<file path="config.mk">
export PLATFORM = sky130hd
export DESIGN_NAME = serial_adder_ctrl
export DESIGN_NICKNAME = d
export VERILOG_FILES = /design/src/rtl/serial_adder_ctrl.sv
export SDC_FILE = /design/constraint.sdc
export NUM_CORES = 1
export LEC_CHECK = 0
export CAP_MARGIN = 40
export CORE_ASPECT_RATIO = 1.25
export CORE_UTILIZATION = 27
export DETAILED_ROUTE_END_ITERATION = 12
export GPL_TIMING_DRIVEN = 0
export HOLD_SLACK_MARGIN = 0.15
export PLACE_DENSITY = 0.48
export SETUP_SLACK_MARGIN = 0.2
export SYNTH_ARGS = -nofsm -noshare
export SYNTH_HDL_FRONTEND = slang
export SYNTH_SLANG_ARGS = --single-unit
</file>
<file path="constraint.sdc">
create_clock -name clk -period 3.85 [get_ports clk]
set_input_delay 0.77 -clock clk [delete_from_list [all_inputs] [get_ports clk]]
set_output_delay 0.77 -clock clk [all_outputs]
set_load 0.01 [all_outputs]
</file>
<file path="src/rtl/serial_adder_ctrl.sv">
// -----------------------------------------------------------------------------
// serial_adder_ctrl
//
// Bit-serial unsigned adder. A single 1-bit full-adder cell (two half adders
// plus an OR gate) is stepped over a WIDTH-bit operand pair, LSB first, one
// bit per clock. The block owns the operand shift registers, the result shift
// register, the carry flip-flop, the bit counter and the start/busy/done
// handshake.
//
// Parameters:
//   WIDTH  operand/result width in bits, 1..32
//
// Ports:
//   clk    rising-edge clock
//   rst    synchronous, active-high reset; aborts any addition in flight
//   start  request to begin an addition, sampled each rising edge
//   a, b   operands, captured only on the edge that accepts start
//   busy   high while bits are being processed (exactly WIDTH cycles)
//   done   one-cycle pulse when sum/cout have just been updated
//   sum    registered result of the last completed addition
//   cout   registered carry-out of the last completed addition
//
// Handshake: start is accepted on any rising edge where the controller is in
// IDLE or DONE and rst is low; that edge captures a/b and raises busy. busy
// stays high for WIDTH cycles, then done pulses for one cycle together with
// the new sum/cout. start seen while busy is ignored (not queued). Holding
// start high gives one addition every WIDTH+1 cycles. busy and done are
// never high together. Every output comes straight from a flip-flop.
// -----------------------------------------------------------------------------

// One-bit half adder; two of these plus an OR make the full-adder cell.
module half_adder (
    input  logic a,
    input  logic b,
    output logic s,
    output logic c
);
    assign s = a ^ b;
    assign c = a & b;
endmodule

module serial_adder_ctrl #(
    parameter int WIDTH = 8
) (
    input  logic             clk,
    input  logic             rst,
    input  logic             start,
    input  logic [WIDTH-1:0] a,
    input  logic [WIDTH-1:0] b,
    output logic             busy,
    output logic             done,
    output logic [WIDTH-1:0] sum,
    output logic             cout
);

    // Counter only has to reach WIDTH-1; keep at least one bit for WIDTH=1.
    localparam int            CW   = (WIDTH > 1) ? $clog2(WIDTH) : 1;
    localparam logic [CW-1:0] LAST = CW'(WIDTH - 1);

    typedef enum logic [1:0] {
        IDLE = 2'd0,
        RUN  = 2'd1,
        DONE = 2'd2
    } state_t;

    // FSM state, observable hierarchically as serial_adder_ctrl.state.
    state_t state;
    state_t state_next;

    // Datapath registers.
    logic [WIDTH-1:0] op_a;
    logic [WIDTH-1:0] op_b;
    logic [WIDTH-1:0] res;
    logic             carry_q;
    logic [CW-1:0]    cnt;

    // Control strobes decoded by the next-state process.
    logic accept;   // capture operands and begin a new run
    logic step;     // process one bit this cycle
    logic last;     // the bit processed this cycle is the MSB

    // Full-adder cell built from two half adders.
    logic ha0_s;
    logic ha0_c;
    logic cell_s;
    logic ha1_c;
    logic cell_c;

    half_adder u_ha0 (
        .a (op_a[0]),
        .b (op_b[0]),
        .s (ha0_s),
        .c (ha0_c)
    );

    half_adder u_ha1 (
        .a (ha0_s),
        .b (carry_q),
        .s (cell_s),
        .c (ha1_c)
    );

    assign cell_c = ha0_c | ha1_c;

    // Result register shifted right with the new sum bit entering at the MSB.
    // Written as shift-and-or so the expression stays legal for WIDTH=1.
    logic [WIDTH-1:0] res_next;
    assign res_next = (res >> 1) | (WIDTH'(cell_s) << (WIDTH - 1));

    // -------------------------------------------------------------------------
    // FSM state register
    // -------------------------------------------------------------------------
    always_ff @(posedge clk) begin
        if (rst) begin
            state <= IDLE;
        end else begin
            state <= state_next;
        end
    end

    // -------------------------------------------------------------------------
    // FSM next-state and control decode
    // -------------------------------------------------------------------------
    always_comb begin
        state_next = state;
        accept     = 1'b0;
        step       = 1'b0;
        last       = 1'b0;

        case (state)
            IDLE: begin
                if (start) begin
                    accept     = 1'b1;
                    state_next = RUN;
                end
            end

            RUN: begin
                // start is deliberately not looked at here.
                step = 1'b1;
                if (cnt == LAST) begin
                    last       = 1'b1;
                    state_next = DONE;
                end
            end

            DONE: begin
                if (start) begin
                    accept     = 1'b1;
                    state_next = RUN;
                end else begin
                    state_next = IDLE;
                end
            end

            default: begin
                state_next = IDLE;
            end
        endcase
    end

    // -------------------------------------------------------------------------
    // Datapath and registered outputs
    // -------------------------------------------------------------------------
    always_ff @(posedge clk) begin
        if (rst) begin
            op_a    <= '0;
            op_b    <= '0;
            res     <= '0;
            carry_q <= 1'b0;
            cnt     <= '0;
            sum     <= '0;
            cout    <= 1'b0;
            busy    <= 1'b0;
            done    <= 1'b0;
        end else begin
            // busy/done are registered copies of the state being entered,
            // so they line up exactly with RUN and DONE.
            busy <= (state_next == RUN);
            done <= (state_next == DONE);

            if (accept) begin
                op_a    <= a;
                op_b    <= b;
                res     <= '0;
                carry_q <= 1'b0;
                cnt     <= '0;
            end

            if (step) begin
                op_a    <= op_a >> 1;
                op_b    <= op_b >> 1;
                res     <= res_next;
                carry_q <= cell_c;
                // On the final bit the counter is left at WIDTH-1 rather than
                // wrapping; the next accept reloads it.
                if (!last) begin
                    cnt <= cnt + CW'(1);
                end
            end

            // sum/cout only move on the edge that enters DONE.
            if (last) begin
                sum  <= res_next;
                cout <= cell_c;
            end
        end
    end

endmodule

</file>
Yosys cells after proc, flatten, opt, wreduce, memory -nomap -nowiden
Cells that the tools add are included.
{"block": "totals", "register_bits": 41, "ram_bits": 0, "mem_bits_ro": 0, "latchBits": 0, "memories": 0, "inputBits": 19}
{"block": "classes", "eq_ne": 5, "shift": 0, "bitwise": 6, "mux": 20, "div_mod_pow": 0, "n_mul": 0, "n_addsub": 1, "reduce_logical": 4, "order_cmp": 0}
{"op": "$mux W7", "n": 4}
{"op": "$mux W8", "n": 2}
{"op": "$mux W3", "n": 3}
{"op": "$mux W1", "n": 8}
{"op": "$or A7 B8 Y8", "n": 1}
{"op": "$pmux W2 S3", "n": 1}
{"op": "$eq A2 B1 Y1 const B", "n": 2}
{"op": "$eq A2 B2 Y1 const B", "n": 2}
{"op": "$mux W2", "n": 2}
{"op": "$reduce_or A2 Y1", "n": 2}
{"op": "$add A3 B1 Y3 const B", "n": 1}
{"op": "$eq A3 B3 Y1 const B", "n": 1}
{"op": "$and A1 B1 Y1", "n": 2}
{"op": "$logic_not A2 Y1", "n": 1}
{"op": "$reduce_bool A2 Y1", "n": 1}
{"op": "$xor A1 B1 Y1", "n": 2}
{"op": "$or A1 B1 Y1", "n": 1}

Longest topological paths before layout
{"block": "logic_depth", "word_depth": 6, "mapped_depth": 7}

Modules after synthesis
Synthesis repeated with hierarchy kept, for this count alone.
{"block": "hier_totals", "hier_cells": 192, "hier_area_um2": 1661.6}
{"module": "serial_adder_ctrl", "seq_area_each_um2": 800.8, "area_each_um2": 1636.6, "instances": 1, "cells_each": 190}
{"module": "half_adder", "seq_area_each_um2": 0.0, "area_each_um2": 12.5, "instances": 2, "cells_each": 1}

Worst setup path after synthesis
No wires, ideal clock.
{"block": "synth_path", "path_type": "input-to-reg", "startpoint": "input port start", "endpoint": "register op_a[1]", "setup_time_ns": 0.088, "setup_slack_ns": 2.334, "required_time_ns": 3.762, "path_buffers": 2, "arrival_ns": 1.428, "stages": 5, "cell_sequence": "nor2b_1 buf_4 buf_6 nand2_1 a311oi_2"}
{"block": "synth_via", "elab_chain_cells": 3}
{"element": "start, declared", "line": "47", "rtl": "input logic start,"}
{"element": "$mux W1", "line": "132, 148"}
{"element": "$mux W1"}
{"element": "$reduce_bool A2 Y1 (no line)"}
{"element": "end signal, assigned", "line": "191", "rtl": "op_a <= op_a >> 1;"}
{"element": "end, declared", "line": "71", "rtl": "logic [WIDTH-1:0] op_a;"}
No other way between the ends.
A chain may end at the register's enable or synchronous reset.

Worst setup path after layout
{"block": "layout_path", "startpoint": "register sum[1]", "endpoint": "output port sum[1]"}
{"element": "start, declared", "line": "52", "rtl": "output logic [WIDTH-1:0] sum,"}
{"element": "start signal, assigned", "line": "204", "rtl": "sum <= res_next;"}
No word-level cell between the ends.

==> results.txt <==
Status: finished, final reports clean
Setup crit end kind: primary output
Cells along the critical path: clkdlybuf4s50_1
First-pass GRT wire length: 6390 µm
Vias/cell: 4.57
Max-cap viol count: 0
Count of final hold-check violations: 0
Skew-Pair Late Insertion Delay: 0.30 ns
Initial antenna violation count: 0
Total track usage: 13.2%
Placed wire-length estimate: 2550 µm
Postcts setup bufs: 0
Multi-input logic area: 743 µm²
Width of the die: 72.0 µm
Number of diodes: 0
Die area: 6450 µm²
Buffers on Ports: 28
Post-CTS resize count: 0
Worst path required time: 3.08 ns
Drt first pass iters: 4
Lkg Pwr: 0.760 nW
Total negative setup slack: 0 ns
H-tree depth: 2
CTS Root Cell: clkbuf_8
Worst slew pin tran: 0.598 ns
IO Pins: 30
Register Area: 801 µm²
Crit path DAT: 1.18 ns
RSZ-0062 raised after global routing: false
Sink Count: 40
DP Worst Slack: 1.76 ns
CP max FO: 2
Post-Syn Instances: 191
Vias in the first global route: 1,345
WL/cell: 12.1 µm
Final period utilization: 50.6%
Minimum clock period: 1.95 ns
Register area share after synthesis: 48.4%
Chip height: 89.5 µm
FMAX: 513 MHz
Clk_skew: 0.00922 ns
Slowest CP cell: clkdlybuf4s50_1
GP Congestion: 0.687
Inst Count DP: 301
Clock buffer count from CTS: 5
Worst path top cell family by delay: buffers and inverters
Layout cells sized above 1: 12.3%
CTS tree: done
PwrDens: 420 nW/µm²
Slew Limit Fails: 0
Routed vias: 1,413
Row count: 31
Post-route setup slack: 1.90 ns
Netlist cell types: 20
Final wirelength: 3730 µm
Yosys warning count: 0
Element type at the critical path start: flop
Kind of critical path: flop to primary output
Core Area: 5860 µm²
Relative slew slack: 60.1%
Synth-to-Final Area Change: 29.9%
Synth Register Bits: 40
Clk buf depth: 2
Hold buffers post-CTS: 0
Final instance area: 2150 µm²
Post-route antenna net violation count: 0
Initial detailed-routing violation count: 59
Worst Hold Class: flop to flop
Nets: 248
Final setup fails: 0
Residual DRC: 0
Worst vdd ir: 0.000122 V
Worst Path Buf+Inv: 1
Fillers: 634
Worst-path clk slew: 0.09 ns
Syn_nets: 213
Starting Density: 28.2%
Area of placed instances: 2040 µm²
Mapped Area: 1650 µm²
Largest net degree at the start of global routing: 14
Crit-path max cell delay: 0.54 ns
Non-Filler Instances: 309
Mapped Avg Cell Area: 8.66 µm²
Aggregate global routing overflow: 0
synth_stat cells:
master	number	area, µm²
nand2b_1	3	18.8
nor2b_1	2	12.5
ha_1	2	25.0
nand2_1	47	176
buf_2	4	20.0
clkbuf_1	4	15.0
nor3b_1	1	7.51
a21oi_1	22	110
nand3b_1	1	7.51
dfxtp_1	40	801
fa_1	1	20.0
buf_4	7	52.6
buf_6	2	22.5
nor3_1	2	10.0
nor2_1	16	60.1
nand3_1	20	100
mux2i_1	2	20.0
a311oi_1	7	61.3
a311oi_2	7	105
or3b_1	1	8.76
path summary, 6_finish.rpt:
path / from / end / slack (ns) / cells after the start
max: sum[1]$_SDFFE_PP0N_ / sum[1] / 1.90 / 1
min: cout$_SDFFE_PP0N_ / cout$_SDFFE_PP0N_ / 0.46 / 2
max reg2reg: cnt[0]$_SDFF_PP0_ / sum[0]$_SDFFE_PP0N_ / 2.30 / 7
min reg2reg: cout$_SDFFE_PP0N_ / cout$_SDFFE_PP0N_ / 0.46 / 2
through the flow:
stage	power, W	util (%)	hold WS [ns]
2_1_floorplan	0.000527	-	0.444
3_3_place_gp	0.000568	34.8	0.445
3_5_place_dp	0.000568	34.8	0.447
4_1_cts	0.000913	36.7	0.460
5_1_grt	0.000946	36.7	0.472
6_report	0.000903	36.7	0.456
worst min-delay path: stages (launching register included):
cell and delay, ns:
dfxtp_1 0.32, nand2_1 0.05, a21oi_1 0.05
logic make-up (layout without fill, tap and decap cells):
family / count (synthesis) / count (layout) / share of synthesized area, %
flip-flops: 40 / 40 / 48.4
AND/OR/NAND/NOR: 93 / 93 / 24.3
AO/OA/AOI/OAI: 36 / 36 / 16.7
multiplexers: 2 / 2 / 1.21
adder cells (fa/ha/maj): 3 / 3 / 2.72
buffers and inverters: 17 / 53 / 6.66
cell usage in the layout (no fill, tap or decap), types with 4 or more instances in the layout:
cell type and count:
nor2_1 16, buf_4 7, nand3_1 20, a311oi_2 7
clkbuf_8 5, clkdlybuf4s50_1 28, a21oi_1 22, buf_2 4
clkbuf_1 4, a311oi_1 7, nand2_1 47, dfxtp_1 40
flip-flops by register name (all words and copies together), names as in the netlist:
| register | flops |
|---|---|
| op_a | 8 |
| op_b | 8 |
| sum | 8 |
| res | 7 |
| cnt | 3 |
| state | 2 |
| busy | 1 |
| carry_q | 1 |
| cout | 1 |
| done | 1 |
where the power goes:
group          internal [W]  total [W]  switching [W]  leakage (nW)
Clock              0.000192   0.000346       0.000154        0.0541
Combinational     0.0000532   0.000113      0.0000597         0.379
Sequential         0.000433   0.000444      0.0000111         0.326
Total              0.000678   0.000903       0.000225         0.760
final cells by class:
type | instances | area share [%]
Sequential cell | 40 | 37.3
Multi-Input combinational cell | 134 | 34.6
Timing Repair Buffer | 28 | 13.0
Buffer | 17 | 5.13
Tap cell | 82 | 4.78
Clock buffer | 5 | 3.20
Clock inverter | 3 | 1.98
metal layers:
metal / vias to the layer above / track usage (%) / share of wire (%)
li1: 724 / - / -
met1: 656 / 16.0 / 49
met2: 26 / 21.1 / 45
met3: 7 / 3.27 / 2.9
met4: 0 / 8.02 / 2.6
met5: - / 0 / 0
(Power assumes the default switching activity.)
